===== src/rtl/i2c_write_responder_if.sv =====
// i2c_write_responder_if
//   Bundles the I2C pin view and the received-byte outputs of the
//   write-only I2C target.
//
//   Ports (signals):
//     scl_i, sda_i      raw SCL / SDA pin state seen by the responder
//     sda_pull          1 = responder drives SDA low, 0 = released
//     data_out          last received payload byte
//     data_out_valid    one-cycle strobe qualifying data_out
//     data_out_is_cmd   1 = command byte, 0 = GDDRAM data byte
//     addressed         high from address ACK until STOP / repeated START
//     xfer_done         one-cycle strobe on STOP of an addressed transfer
//     byte_count        payload bytes in the current / most recent transfer
//
//   Modports: slave = the responder, master = the bus/system side.
//
//   Handshake: there is no backpressure. data_out is meaningful only in the
//   cycle data_out_valid is 1; the consumer must accept it in that cycle.
interface i2c_write_responder_if;
    logic        scl_i;
    logic        sda_i;
    logic        sda_pull;
    logic [7:0]  data_out;
    logic        data_out_valid;
    logic        data_out_is_cmd;
    logic        addressed;
    logic        xfer_done;
    logic [15:0] byte_count;

    modport slave (
        input  scl_i,
        input  sda_i,
        output sda_pull,
        output data_out,
        output data_out_valid,
        output data_out_is_cmd,
        output addressed,
        output xfer_done,
        output byte_count
    );

    modport master (
        output scl_i,
        output sda_i,
        input  sda_pull,
        input  data_out,
        input  data_out_valid,
        input  data_out_is_cmd,
        input  addressed,
        input  xfer_done,
        input  byte_count
    );
endinterface


===== src/rtl/i2c_write_responder.sv =====
// i2c_write_responder
//   Write-only I2C target for an SSD1306-style display stream. After its own
//   address with the write bit it accepts one control byte (bit 6 selects
//   command vs. GDDRAM data for the whole transaction) and then presents every
//   following byte on data_out with a one-cycle strobe, ACKing each byte.
//
//   Ports:
//     clk       system clock, rising edge
//     rst       synchronous, active-high reset
//     bus       i2c_write_responder_if.slave (pins and byte outputs)
//     state_o   current FSM state, for observation only
//
//   Parameters:
//     ADDRESS   7-bit target address
//     SDA_HOLD  clk cycles from the detected SCL falling edge to a change of
//               sda_pull (must be at least 1)
module i2c_write_responder #(
    parameter logic [6:0]  ADDRESS  = 7'b0111100,
    parameter int unsigned SDA_HOLD = 4
) (
    input  logic                       clk,
    input  logic                       rst,
    i2c_write_responder_if.slave       bus,
    output logic [2:0]                 state_o
);

    typedef enum logic [2:0] {
        IDLE     = 3'd0,
        ADDR     = 3'd1,
        ADDR_ACK = 3'd2,
        CTRL     = 3'd3,
        CTRL_ACK = 3'd4,
        DATA     = 3'd5,
        DATA_ACK = 3'd6,
        IGNORE   = 3'd7
    } state_t;

    localparam logic [7:0] HOLD_LOAD = 8'(SDA_HOLD);

    // [0],[1] synchronizer, [2] delay flop used for edge detection
    logic [2:0]  scl_q, scl_d;
    logic [2:0]  sda_q, sda_d;

    state_t      state_q, state_d;
    logic [7:0]  shift_q, shift_d;
    logic [3:0]  bit_cnt_q, bit_cnt_d;
    logic [7:0]  hold_cnt_q, hold_cnt_d;
    logic        hold_val_q, hold_val_d;
    logic        ack_fall_q, ack_fall_d;
    logic        sda_pull_q, sda_pull_d;
    logic [7:0]  data_out_q, data_out_d;
    logic        valid_q, valid_d;
    logic        is_cmd_q, is_cmd_d;
    logic        addressed_q, addressed_d;
    logic        xfer_done_q, xfer_done_d;
    logic [15:0] byte_count_q, byte_count_d;

    logic scl_s, scl_dly, sda_s, sda_dly;
    logic scl_rise, scl_fall, start_ev, stop_ev;

    assign scl_s   = scl_q[1];
    assign scl_dly = scl_q[2];
    assign sda_s   = sda_q[1];
    assign sda_dly = sda_q[2];

    assign scl_rise = scl_s & ~scl_dly;
    assign scl_fall = ~scl_s & scl_dly;
    // SCL must be high on both samples so an SDA change near an SCL edge is
    // not mistaken for START/STOP.
    assign start_ev = scl_s & scl_dly & sda_dly & ~sda_s;
    assign stop_ev  = scl_s & scl_dly & ~sda_dly & sda_s;

    always_ff @(posedge clk) begin
        if (rst) begin
            scl_q        <= 3'b111;
            sda_q        <= 3'b111;
            state_q      <= IDLE;
            shift_q      <= 8'h00;
            bit_cnt_q    <= 4'd0;
            hold_cnt_q   <= 8'd0;
            hold_val_q   <= 1'b0;
            ack_fall_q   <= 1'b0;
            sda_pull_q   <= 1'b0;
            data_out_q   <= 8'h00;
            valid_q      <= 1'b0;
            is_cmd_q     <= 1'b1;
            addressed_q  <= 1'b0;
            xfer_done_q  <= 1'b0;
            byte_count_q <= 16'd0;
        end else begin
            scl_q        <= scl_d;
            sda_q        <= sda_d;
            state_q      <= state_d;
            shift_q      <= shift_d;
            bit_cnt_q    <= bit_cnt_d;
            hold_cnt_q   <= hold_cnt_d;
            hold_val_q   <= hold_val_d;
            ack_fall_q   <= ack_fall_d;
            sda_pull_q   <= sda_pull_d;
            data_out_q   <= data_out_d;
            valid_q      <= valid_d;
            is_cmd_q     <= is_cmd_d;
            addressed_q  <= addressed_d;
            xfer_done_q  <= xfer_done_d;
            byte_count_q <= byte_count_d;
        end
    end

    always_comb begin
        scl_d        = {scl_q[1:0], bus.scl_i};
        sda_d        = {sda_q[1:0], bus.sda_i};
        state_d      = state_q;
        shift_d      = shift_q;
        bit_cnt_d    = bit_cnt_q;
        hold_cnt_d   = hold_cnt_q;
        hold_val_d   = hold_val_q;
        ack_fall_d   = ack_fall_q;
        sda_pull_d   = sda_pull_q;
        data_out_d   = data_out_q;
        valid_d      = 1'b0;
        is_cmd_d     = is_cmd_q;
        addressed_d  = addressed_q;
        xfer_done_d  = 1'b0;
        byte_count_d = byte_count_q;

        // Delayed sda_pull update; the address ACK is what marks us addressed.
        if (hold_cnt_q != 8'd0) begin
            hold_cnt_d = hold_cnt_q - 8'd1;
            if (hold_cnt_q == 8'd1) begin
                sda_pull_d = hold_val_q;
                if (hold_val_q && state_q == ADDR_ACK) begin
                    addressed_d = 1'b1;
                end
            end
        end

        if (stop_ev) begin
            state_d     = IDLE;
            bit_cnt_d   = 4'd0;
            sda_pull_d  = 1'b0;
            hold_cnt_d  = 8'd0;
            addressed_d = 1'b0;
            xfer_done_d = addressed_q;
        end else if (start_ev) begin
            state_d      = ADDR;
            bit_cnt_d    = 4'd0;
            byte_count_d = 16'd0;
            sda_pull_d   = 1'b0;
            hold_cnt_d   = 8'd0;
            addressed_d  = 1'b0;
        end else begin
            case (state_q)
                ADDR, CTRL, DATA: begin
                    // A full byte is evaluated the cycle after its 8th SCL
                    // rise, so the completed byte is wholly in shift_q.
                    if (bit_cnt_q == 4'd8) begin
                        bit_cnt_d  = 4'd0;
                        ack_fall_d = 1'b0;
                        if (state_q == ADDR) begin
                            if (shift_q[7:1] == ADDRESS && !shift_q[0]) begin
                                state_d = ADDR_ACK;
                            end else begin
                                state_d = IGNORE;
                            end
                        end else if (state_q == CTRL) begin
                            is_cmd_d = ~shift_q[6];
                            state_d  = CTRL_ACK;
                        end else begin
                            data_out_d = shift_q;
                            valid_d    = 1'b1;
                            if (byte_count_q != 16'hFFFF) begin
                                byte_count_d = byte_count_q + 16'd1;
                            end
                            state_d = DATA_ACK;
                        end
                    end else if (scl_rise) begin
                        shift_d   = {shift_q[6:0], sda_s};
                        bit_cnt_d = bit_cnt_q + 4'd1;
                    end
                end
                ADDR_ACK, CTRL_ACK, DATA_ACK: begin
                    // First fall ends bit 8: schedule the pull. Second fall
                    // ends the ACK clock: schedule the release and move on.
                    if (scl_fall) begin
                        hold_cnt_d = HOLD_LOAD;
                        if (!ack_fall_q) begin
                            ack_fall_d = 1'b1;
                            hold_val_d = 1'b1;
                        end else begin
                            ack_fall_d = 1'b0;
                            hold_val_d = 1'b0;
                            state_d    = (state_q == ADDR_ACK) ? CTRL : DATA;
                        end
                    end
                end
                default: begin
                    // IDLE and IGNORE wait for START or STOP only.
                end
            endcase
        end
    end

    assign bus.sda_pull        = sda_pull_q;
    assign bus.data_out        = data_out_q;
    assign bus.data_out_valid  = valid_q;
    assign bus.data_out_is_cmd = is_cmd_q;
    assign bus.addressed       = addressed_q;
    assign bus.xfer_done       = xfer_done_q;
    assign bus.byte_count      = byte_count_q;
    assign state_o             = state_q;

endmodule


===== src/flat_wrapper.sv =====
// flat-port wrapper written by rule: the top's interface ports become plain ports
module i2c_write_responder_flat 
#(
    parameter logic [6:0]  ADDRESS  = 7'b0111100,
    parameter int unsigned SDA_HOLD = 4
)
  (clk, rst, state_o, bus_scl_i, bus_sda_i, bus_sda_pull, bus_data_out, bus_data_out_valid, bus_data_out_is_cmd, bus_addressed, bus_xfer_done, bus_byte_count);
  i2c_write_responder_if bus_i ();
  input  logic clk;
  input  logic rst;
  output logic [2:0] state_o;
  input wire logic [$bits(bus_i.scl_i)-1:0] bus_scl_i;
  input wire logic [$bits(bus_i.sda_i)-1:0] bus_sda_i;
  output wire logic [$bits(bus_i.sda_pull)-1:0] bus_sda_pull;
  output wire logic [$bits(bus_i.data_out)-1:0] bus_data_out;
  output wire logic [$bits(bus_i.data_out_valid)-1:0] bus_data_out_valid;
  output wire logic [$bits(bus_i.data_out_is_cmd)-1:0] bus_data_out_is_cmd;
  output wire logic [$bits(bus_i.addressed)-1:0] bus_addressed;
  output wire logic [$bits(bus_i.xfer_done)-1:0] bus_xfer_done;
  output wire logic [$bits(bus_i.byte_count)-1:0] bus_byte_count;
  assign bus_i.scl_i = bus_scl_i;
  assign bus_i.sda_i = bus_sda_i;
  assign bus_sda_pull = bus_i.sda_pull;
  assign bus_data_out = bus_i.data_out;
  assign bus_data_out_valid = bus_i.data_out_valid;
  assign bus_data_out_is_cmd = bus_i.data_out_is_cmd;
  assign bus_addressed = bus_i.addressed;
  assign bus_xfer_done = bus_i.xfer_done;
  assign bus_byte_count = bus_i.byte_count;
  i2c_write_responder #(.ADDRESS(ADDRESS), .SDA_HOLD(SDA_HOLD)) u_core (.clk(clk), .rst(rst), .bus(bus_i), .state_o(state_o));
endmodule

===== config.mk =====
export PLATFORM = sky130hd
export DESIGN_NAME = i2c_write_responder_flat
export DESIGN_NICKNAME = d
export VERILOG_FILES = /design/src/rtl/i2c_write_responder_if.sv /design/src/rtl/i2c_write_responder.sv /design/src/flat_wrapper.sv
export SDC_FILE = /design/constraint.sdc
export NUM_CORES = 1
export LEC_CHECK = 0
export ABC_AREA = 0
export CORE_UTILIZATION = 50
export DETAILED_ROUTE_END_ITERATION = 6
export PLACE_DENSITY_LB_ADDON = 0.05
export SETUP_SLACK_MARGIN = 0.4
export SLEW_MARGIN = 10
export SYNTH_ARGS = -nofsm -noshare
export SYNTH_HDL_FRONTEND = slang
export SYNTH_SLANG_ARGS = --single-unit
export TNS_END_PERCENT = 5

===== constraint.sdc =====
create_clock -name clk -period 2.27 [get_ports clk]
set_input_delay 0.227 -clock clk [delete_from_list [all_inputs] [get_ports clk]]
set_output_delay 0.227 -clock clk [all_outputs]
set_load 0.02 [all_outputs]

==> results.sh <==
export IMPL_synth_nets=322
export IMPL_multi_input_area_um2=1500
export IMPL_max_cap_violations=0
export IMPL_fill_cells=443
export IMPL_finalMaxSlewViolations=0
export IMPL_cts_sinks=60
export IMPL_power_leakage_nw=1.26
export IMPL_postRouteAntennaNets=0
export IMPL_grt_max_degree=25
export IMPL_clk_path_buf_depth=2
export IMPL_layout_cells_most_common="dfxtp_1"
export IMPL_r2r_slack_ns=0.40
export IMPL_synth_cell_types=48
export IMPL_yosysTopAreaCellShare_pct=43.4
export IMPL_drt_initial_drc_count=154
export IMPL_dieArea_um2=5840
export IMPL_seqPwrFrac_pct=45.9
export IMPL_cp_start_kind="register"
export IMPL_vdd_drop_max_mv=0.716
export IMPL_wire_per_inst_um=14.7
export IMPL_antenna_found_initial=0
export IMPL_clk_pin_slew_ns=0.07
export IMPL_fin_nets=367
export IMPL_status="completed"
export IMPL_yosys_warnings=0
export IMPL_setup_tns_ns=0
export IMPL_syn2layout_area_growth_pct=24.8
export IMPL_switchingPower_mw=0.746
export IMPL_hold_depth=1
export IMPL_tritoncts="built"
export IMPL_cts_buffers=9
export IMPL_grt_ovfl_total=0
export IMPL_dp_hpwl_mm=4.26
export IMPL_tightest_slew_ns=0.599
export IMPL_crit_type="reg -> reg"
export IMPL_grt_pass1_wl_mm=10.6
export IMPL_die_h_um=76.4
export IMPL_max_freq_mhz=535
export IMPL_io_pins=36
export IMPL_final_seq_area_um2=1200
export IMPL_port_buffers=35
export IMPL_grt_pass1_vias=2269
export IMPL_drive_above_1_share_pct=13.0
export IMPL_cpPeakStageDelay_ns=0.54
export IMPL_synth_cells=312
export IMPL_dr_pass1_iters=4
export IMPL_drcViolationCount=0
export IMPL_gp_congestion=0.806
export IMPL_n_antenna_cell=0
export IMPL_ys_seq_elements=60
export IMPL_die_x_um=76.4
export IMPL_report_power_total_mw=2.60
export IMPL_yosysTopAreaCell="dfxtp_1"
export IMPL_synth_edf_count=0
export IMPL_finalClockSkew_ns=0.00716
export IMPL_core_area_um2=5200
export IMPL_synthArstFlopShare_pct=0
export IMPL_p_comb_share_pct=18.4
export IMPL_rsz0062_at_grt="yes"
export IMPL_routed_wl_mm=6.34
export IMPL_fin_crit_ns=1.87
export IMPL_clkPwrFrac_pct=35.6
export IMPL_worst_path_max_delay_cell="or4_4"
export IMPL_p_int_mw=1.85
export IMPL_path_max_fanout=4
export IMPL_crit_path_cell_trace="inv_1, ha_2, nand3b_1, or4_4, or4_1, a21oi_1"
export IMPL_crit_required_ns=2.54
export IMPL_synth_area_leaders="dfxtp_1, mux2i_1, a21oi_1, nand3_1, nor2_1"
export IMPL_ys_seq_area_share_pct=43.4
export IMPL_reg2reg_depth=6
export IMPL_clockRootBuffer="clkbuf_8"
export IMPL_clk_latency_ns=0.34
export IMPL_finalSetupViolations=0
export IMPL_cts_htree_levels=3
export IMPL_hold_viol=0
export IMPL_r2r_start="u_core.bit_cnt_q[0]$_SDFFE_PP0P_"
export IMPL_min_period_over_period_pct=82.4
export IMPL_vias=2488
export IMPL_worst_hold_path_type="reg -> reg"
export IMPL_mostFrequentLayoutCells="dfxtp_1, clkdlybuf4s50_1, a21oi_1"
export IMPL_holdPathEnd="u_core.sda_q[1]$_SDFF_PP1_"
export IMPL_synth_cell_area_um2=2770
export IMPL_cp_end_kind="register"
export IMPL_worstPathArrival_ns=2.14
export IMPL_via_per_inst=5.76
export IMPL_synth_avg_cell_area_um2=8.88
export IMPL_initial_core_util_pct=53.2
export IMPL_r2r_end="u_core.bus.byte_count[12]$_SDFFE_PP0P_"
export IMPL_grt_usage_pct=22.5
export IMPL_synthFlopType="dfxtp_1"
export IMPL_powerDensity_nw_per_um2=751
export IMPL_relSlewSlack_pct=59.7
export IMPL_swShare_pct=28.7
export IMPL_hold_start="u_core.sda_q[0]$_SDFF_PP1_"
export IMPL_rows=26
-- repair_timing --
| item | in CTS | in global routing |
|---|---|---|
| gates cloned | 0 | 1 |
| hold buffers | 0 | 0 |
| buffers inserted | 3 | 1 |
| resized for setup | 2 | 4 |
| pin swaps | 3 | 1 |
| endpoints found under the setup margin | 11 | 24 |
-- worst max-delay path: cells and delay by family, from the launching register on --
kind | cells | cell delay (ns)
AOI/OAI and AO/OA | 1 | 0.14
buffers and inverters | 1 | 0.07
adders and majority gates | 1 | 0.17
and+or+nand+nor | 3 | 1.08
DFF | 1 | 0.33
-- power by group through the flow --
stage               registers, mW  clock network (mW)  logic [mW]
finish                       1.19               0.925       0.479
global route                 1.20               0.987       0.546
CTS                          1.19               0.936       0.477
detailed placement           1.21                   0       0.474
global placement             1.21                   0       0.467
floorplan                    1.20                   0       0.396
-- metal layers --
| layer | vias to the layer above | routed length [um] | part of all wire [%] | global-route usage, % |
|---|---|---|---|---|
| li1 | 1256 | - | - | - |
| met1 | 1156 | 2960 | 47 | 28.5 |
| met2 | 63 | 2960 | 47 | 36.6 |
| met3 | 13 | 270 | 4.3 | 5.03 |
| met4 | 0 | 138 | 2.2 | 10.0 |
| met5 | - | 0 | 0 | 0 |
-- Yosys cell counts, drive strengths merged (3+ instances only) --
cell / n
clkbuf: 11
or3: 6
nand4b: 5
a21oi: 27
a311oi: 3
o21ai: 12
mux2i: 14
ha: 6
nor2: 24
xor2: 5
or2: 8
and4: 5
nand4: 8
nor3: 3
nand2: 19
nor4: 5
buf: 3
or4: 11
nand3: 22
inv: 10
xnor2: 5
dfxtp: 60
o31ai: 8
and3: 7
-- area by class of cell --
type	count	share of cell area (%)
multi-input cells	229	43.5
flip-flops and latches	60	34.8
repair buffers	47	12.7
clock buffers	11	3.80
well taps	70	2.53
clock inverters	5	1.52
inverters	10	1.09
-- through the flow --
step / instance area [um^2] / std cells / hold slack, ns / worst slack, ns / utilization [%]
final: 3460 / 432 / 0.403 / 0.399 / 66.4
after global routing: 3460 / 432 / 0.419 / 0.319 / 66.4
after floorplan: 2770 / 312 / 0.331 / 0.405 / -
after CTS: 3430 / 430 / 0.408 / 0.393 / 65.9
after global placement: 3210 / 411 / 0.391 / 0.332 / 61.8
after detailed placement: 3210 / 411 / 0.394 / 0.285 / 61.8
-- sequential cells by signal, summed over array words and instances, names as in the netlist, 3 cells and up --
| register | flops |
|---|---|
| u_core.bit_cnt_q | 4 |
| u_core.bus.byte_count | 16 |
| u_core.bus.data_out | 8 |
| u_core.hold_cnt_q | 8 |
| u_core.scl_q | 3 |
| u_core.sda_q | 3 |
| u_core.shift_q | 8 |
| u_core.state_o | 3 |
-- cell families after synthesis --
logic type      share of synthesized area [%]
fa+ha+maj                                2.71
simple gates                             28.2
flops                                    43.4
mux                                      5.06
xor+xnor                                 3.16
compound gates                           14.1
buf+inv                                  3.39
-- worst max path at each step --
stage / from / endpoint / slack, ns
6_report: u_core.bit_cnt_q[0]$_SDFFE_PP0P_ / u_core.bus.byte_count[12]$_SDFFE_PP0P_ / 0.40
5_1_grt: u_core.bit_cnt_q[0]$_SDFFE_PP0P_ / u_core.bus.byte_count[12]$_SDFFE_PP0P_ / 0.32
4_1_cts: u_core.bit_cnt_q[0]$_SDFFE_PP0P_ / u_core.bus.byte_count[12]$_SDFFE_PP0P_ / 0.39
3_5_place_dp: u_core.bit_cnt_q[0]$_SDFFE_PP0P_ / u_core.bus.byte_count[5]$_SDFFE_PP0P_ / 0.29
3_3_place_gp: u_core.bit_cnt_q[0]$_SDFFE_PP0P_ / u_core.bus.byte_count[4]$_SDFFE_PP0P_ / 0.33
2_1_floorplan: u_core.bus.byte_count[0]$_SDFFE_PP0P_ / u_core.bus.byte_count[12]$_SDFFE_PP0P_ / 0.40
Note: power is estimated with default switching activity, not from simulation.
